**src/rtl/uart_tx_arbiter.sv**
```systemverilog
// uart_tx_arbiter: round-robin sharing of one UART byte transmitter between NUM_REQ byte sources.
// Optional packet lock (grant held until a req_last byte completes) is enabled by defining UART_ARB_PACKET_LOCK_EN.
module uart_tx_arbiter #(
   parameter int NUM_REQ      = 4,
   parameter int BUSY_TIMEOUT = 8,
   parameter int CNT_W        = 16,
   localparam int ID_W        = $clog2(NUM_REQ),
   localparam int TMO_W       = $clog2(BUSY_TIMEOUT)
) (
   input  logic                   clk,
   input  logic                   rst,
   input  logic                   enable,
   input  logic [NUM_REQ-1:0]     req_valid,
   input  logic [8*NUM_REQ-1:0]   req_data,
   input  logic [NUM_REQ-1:0]     req_last,
   output logic [NUM_REQ-1:0]     req_ready,
   output logic                   tx_en,
   output logic                   tx_start,
   output logic [7:0]             tx_data,
   input  logic                   tx_busy,
   input  logic                   tx_done,
   output logic [ID_W-1:0]        grant_id,
   output logic                   arb_busy,
   output logic                   err_timeout,
   output logic [CNT_W-1:0]       tx_count
);

   typedef enum logic [1:0] {IDLE, START, WAIT_BUSY, WAIT_DONE} state_t;

   state_t           state;
   logic [ID_W-1:0]  ptr;
   logic [ID_W-1:0]  cand;
   logic [ID_W-1:0]  rr_pick;
   logic             rr_found;
   logic [ID_W-1:0]  pick;
   logic             pick_ok;
   logic             finish;
   logic [TMO_W-1:0] tmo_cnt;
   logic [7:0]       src_byte [NUM_REQ];

   for (genvar i = 0; i < NUM_REQ; i++) begin : g_byte
      assign src_byte[i] = req_data[8*i +: 8];
   end

   // Walk the candidates farthest-first so the nearest valid source after ptr is the one left standing.
   always_comb begin
      rr_pick  = ptr;
      rr_found = 1'b0;
      cand     = ptr;
      for (int k = NUM_REQ; k >= 1; k--) begin
         cand = ID_W'((int'(ptr) + k) % NUM_REQ);
         if (req_valid[cand]) begin
            rr_pick  = cand;
            rr_found = 1'b1;
         end
      end
   end

`ifdef UART_ARB_PACKET_LOCK_EN
   logic lock;
   logic last_q;

   assign pick    = lock ? grant_id : rr_pick;
   assign pick_ok = lock ? req_valid[grant_id] : rr_found;
`else
   logic unused_last;

   assign unused_last = ^req_last;
   assign pick        = rr_pick;
   assign pick_ok     = rr_found;
`endif

   // A same-cycle busy+done in WAIT_BUSY completes the byte just like a done in WAIT_DONE.
   assign finish = ((state == WAIT_BUSY) && tx_busy && tx_done) ||
                   ((state == WAIT_DONE) && tx_done);

   always_ff @(posedge clk) begin
      if (rst) begin
         state       <= IDLE;
         ptr         <= ID_W'(NUM_REQ - 1);
         tmo_cnt     <= '0;
         grant_id    <= '0;
         req_ready   <= '0;
         tx_en       <= 1'b0;
         tx_start    <= 1'b0;
         tx_data     <= '0;
         arb_busy    <= 1'b0;
         err_timeout <= 1'b0;
         tx_count    <= '0;
`ifdef UART_ARB_PACKET_LOCK_EN
         lock        <= 1'b0;
         last_q      <= 1'b0;
`endif
      end else begin
         tx_en       <= enable;
         tx_start    <= 1'b0;
         req_ready   <= '0;
         err_timeout <= 1'b0;
         if (!enable) begin
            state    <= IDLE;
            arb_busy <= 1'b0;
`ifdef UART_ARB_PACKET_LOCK_EN
            lock     <= 1'b0;
`endif
         end else if (finish) begin
            tx_count <= tx_count + CNT_W'(1);
            state    <= IDLE;
            arb_busy <= 1'b0;
`ifdef UART_ARB_PACKET_LOCK_EN
            lock     <= ~last_q;
`endif
         end else begin
            case (state)
               IDLE: begin
                  if (tx_en && pick_ok) begin
                     grant_id  <= pick;
                     tx_data   <= src_byte[pick];
                     tx_start  <= 1'b1;
                     req_ready <= NUM_REQ'(1) << pick;
                     arb_busy  <= 1'b1;
                     state     <= START;
`ifdef UART_ARB_PACKET_LOCK_EN
                     last_q    <= req_last[pick];
`endif
                  end
               end
               START: begin
                  ptr     <= grant_id;
                  tmo_cnt <= '0;
                  state   <= WAIT_BUSY;
               end
               WAIT_BUSY: begin
                  // The START cycle is the first cycle of the wait, so the pulse lands BUSY_TIMEOUT cycles after tx_start.
                  if (tx_busy) begin
                     state <= WAIT_DONE;
                  end else if (tmo_cnt == TMO_W'(BUSY_TIMEOUT - 2)) begin
                     err_timeout <= 1'b1;
                     arb_busy    <= 1'b0;
                     state       <= IDLE;
`ifdef UART_ARB_PACKET_LOCK_EN
                     lock        <= 1'b0;
`endif
                  end else begin
                     tmo_cnt <= tmo_cnt + TMO_W'(1);
                  end
               end
               WAIT_DONE: begin
               end
               default: state <= IDLE;
            endcase
         end
      end
   end

endmodule

```
**config.mk**
```make
export PLATFORM = sky130hd
export DESIGN_NAME = uart_tx_arbiter
export DESIGN_NICKNAME = d
export VERILOG_FILES = /design/src/rtl/uart_tx_arbiter.sv
export SDC_FILE = /design/constraint.sdc
export NUM_CORES = 1
export LEC_CHECK = 0
export BUFFER_PORTS_ARGS = -buffer_cell sky130_fd_sc_hd__buf_4
export CELL_PAD_IN_SITES_DETAIL_PLACEMENT = 1
export CELL_PAD_IN_SITES_GLOBAL_PLACEMENT = 1
export CORE_MARGIN = 8
export CORE_UTILIZATION = 36
export DETAILED_ROUTE_END_ITERATION = 8
export GPL_ROUTABILITY_DRIVEN = 0
export PLACE_DENSITY = 0.85
export SYNTH_ARGS = -nofsm -noshare
export SYNTH_HDL_FRONTEND = slang
export SYNTH_SLANG_ARGS = --single-unit
```
**constraint.sdc**
```tcl
create_clock -name clk -period 2.2 [get_ports clk]
set_clock_uncertainty 0.2 [all_clocks]
set_input_delay 0.22 -clock clk [delete_from_list [all_inputs] [get_ports clk]]
set_output_delay 0.22 -clock clk [all_outputs]
set_load 0.02 [all_outputs]
```
==> metrics.yaml <==
routing:
  viasPerCell: 5.25
  routed.top_layer: "met4"
  met1_length_um: 2850
  wl_per_cell_um: 16.2
  drt-initial-drc-count: 41
  met2WireLength_um: 3040
  dr.pass1.iters: 4
  vias: 2062
  drcViolationCount: 0
  routed_wl_um: 6360
  wl_met3_um: 431
  ant_nets: 0
global_route:
  grt_overflow: 0
  antenna_found_initial: 0
  grt_max_degree: 33
  grt_pass1_wl_um: 10600
  grt_usage_pct: 14.5
  grt_pass1_vias: 2135
layout:
  antenna_cells: 0
  drive_above_1_share_pct: 38.4
  final_cell_mix: "buf_4, dfxtp_1, nor2_1"
  nNetsFinal: 371
  final_common_cell: "buf_4"
  areaGrowthSynthToFinish_pct: 32.4
timing:
  fin_crit_ps: 2050
  setup_violations: 0
  rsz0062_at_grt: "no"
  maxSlewViolCount: 0
  max_clock_freq_mhz: 487
  worstMarginPinSlew_ps: 538
  fin_setup_tns_ps: 0
  fin_ws_ps: 146
  finalCritPeriodShare_pct: 93.4
  whs_ps: 58.6
  slew_headroom_pct: 64.1
  hold_viol_final: 0
clock_tree:
  cts_buffers: 5
  clockBufferDepth: 2
  cts-hold-fix-buffers: 0
  ctsHtreeMaxLevel: 2
  cts_tree: "yes"
  root_buffer: "clkbuf_8"
  clock-sinks: 41
  clkTransAtPathRegs_ps: 80
  cts_resized: 0
  clk-insertion-delay-late_ps: 280
  post_cts_buffers: 0
synth:
  synth_nets: 295
  syn_inst: 242
  synth_area_leaders: "dfxtp_1, ha_1, a211oi_1, nor2_1, a211oi_2"
  ys_types: 51
  synth_top_area_share_pct: 36.6
  yosys_register_bits: 41
  yosys.area.top_type: "dfxtp_1"
  syn_area_um2: 2240
  ys_warn_count: 0
  synth.avg_cell_area_um2: 9.27
  yosysSeqAreaShare_pct: 36.6
setup_path:
  worstRegToRegCells: 8
  cp-start-kind: "flip-flop"
  end_kind: "flip-flop"
  worst_ep_required_time_ps: 2220
  r2r-end: "tmo_cnt[2]"
  cp_data_arrival_time_ps: 2070
  path_class: "reg2reg"
  path_max_fanout: 6
  r2r-start: "state[0]"
  r2r_slack_ps: 150
place:
  pre_cts_slack_ps: 104
  dp_hpwl_um: 4920
  numPortBuffers: 74
floorplan:
  core_area_um2: 5960
  dieArea_um2: 9010
  die_y_um: 94.9
  placement_rows: 28
  initial_core_util_pct: 37.6
  ioPinCount: 79
  die_w_um: 94.9
min_path:
  hold_end: "tx_data[3]"
  whs_path_depth: 3
  hold_path_class: "in2reg"
  holdCritStartpoint: "req_data[19]"
outcome:
  status: "complete, no violations"
run:
  drv_cap: 0
power_and_ir_drop:
  p_per_area_nw_per_um2: 514
  power_leakage_nw: 1.28
  vdd_drop_max_mv: 0.218
-- sequential cells by signal, indices dropped and copies added, names as in the netlist, 2 cells and up --
register   cells
grant_id       2
ptr            2
req_ready      4
state          2
tmo_cnt        3
tx_count      16
tx_data        8
-- per-stage QoR --
stage	total power [mW]	std cells	area, um2	util (%)
2_1_floorplan	0.939	242	2240	-
3_3_place_gp	1.05	386	2870	48.2
3_5_place_dp	1.05	386	2870	48.2
4_1_cts	1.55	393	2950	49.6
5_1_grt	1.61	393	2970	49.8
6_report	1.53	393	2970	49.8
-- worst max path at each step --
stage	start	end	slack, ps	cells past startpoint
4_1_cts	state[0]	state[0]	70	8
3_5_place_dp	state[0]	state[0]	100	8
6_report	state[0]	tmo_cnt[2]	150	8
3_3_place_gp	ptr[0]	tx_data[2]	200	5
5_1_grt	state[0]	tx_count[12]	10	7
2_1_floorplan	state[0]	tmo_cnt[2]	280	7
-- per-layer routing --
layer,vias up,track usage (%)
li1,1020,-
met1,978,17.0
met2,59,25.1
met3,5,4.05
met4,0,3.90
met5,-,0
-- cells by family (layout without fill, tap and decap cells) --
family | after synthesis | after routing | share of synthesized area, %
AOI/OAI and AO/OA | 53 | 53 | 21.5
adders and majority gates | 8 | 8 | 4.46
and+or+nand+nor | 104 | 104 | 27.2
muxes | 3 | 3 | 1.40
buffers and inverters | 23 | 99 | 4.91
xor gates and xnor gates | 10 | 10 | 3.91
DFF | 41 | 41 | 36.6
-- layout make-up --
| cell class | count | area (um2) |
|---|---|---|
| Fill cell | 717 | 2990 |
| Timing Repair Buffer | 79 | 593 |
| Tap cell | 75 | 93.8 |
| Inverter | 13 | 48.8 |
| Sequential cell | 41 | 821 |
| Multi-Input combinational cell | 178 | 1330 |
| Clock buffer | 7 | 86.3 |
-- Yosys cell counts (all sizes together) --
| master | n |
|---|---|
| and2 | 1 |
| o31ai | 8 |
| a21oi | 9 |
| and3 | 18 |
| o21ai | 6 |
| xnor2 | 8 |
| mux2 | 1 |
| or3b | 1 |
| nand4 | 5 |
| clkbuf | 3 |
| a211o | 2 |
| nor3 | 11 |
| or3 | 5 |
| a221o | 1 |
| a21bo | 1 |
| dfxtp | 41 |
| and4 | 1 |
| nand2b | 6 |
| buf | 7 |
| a311oi | 1 |
| nand2 | 9 |
| o41ai | 1 |
| a211oi | 19 |
| o211a | 1 |
| nor4 | 1 |
| and2b | 1 |
| xor2 | 2 |
| nand3 | 9 |
| mux2i | 2 |
| o211ai | 1 |
| nand3b | 8 |
| inv | 13 |
| nor2 | 24 |
| a221oi | 1 |
| ha | 8 |
| nor2b | 3 |
| a21o | 2 |
| nor3b | 1 |
-- where the power goes --
group	leakage, nW	switching [mW]	internal (mW)
combinational	0.902	0.139	0.127
sequential	0.332	0.0103	0.756
clock	0.0443	0.245	0.249
-- critical path, cell delays in order, from the launching register on --
cell and delay [ps]:
dfxtp_1 360, inv_1 110, ha_1 200, buf_4 160, nand2b_1 100, a21oi_2 200
nand4_1 140, or3b_1 380, a21oi_1 140
Note: power is estimated with default switching activity, not from simulation.
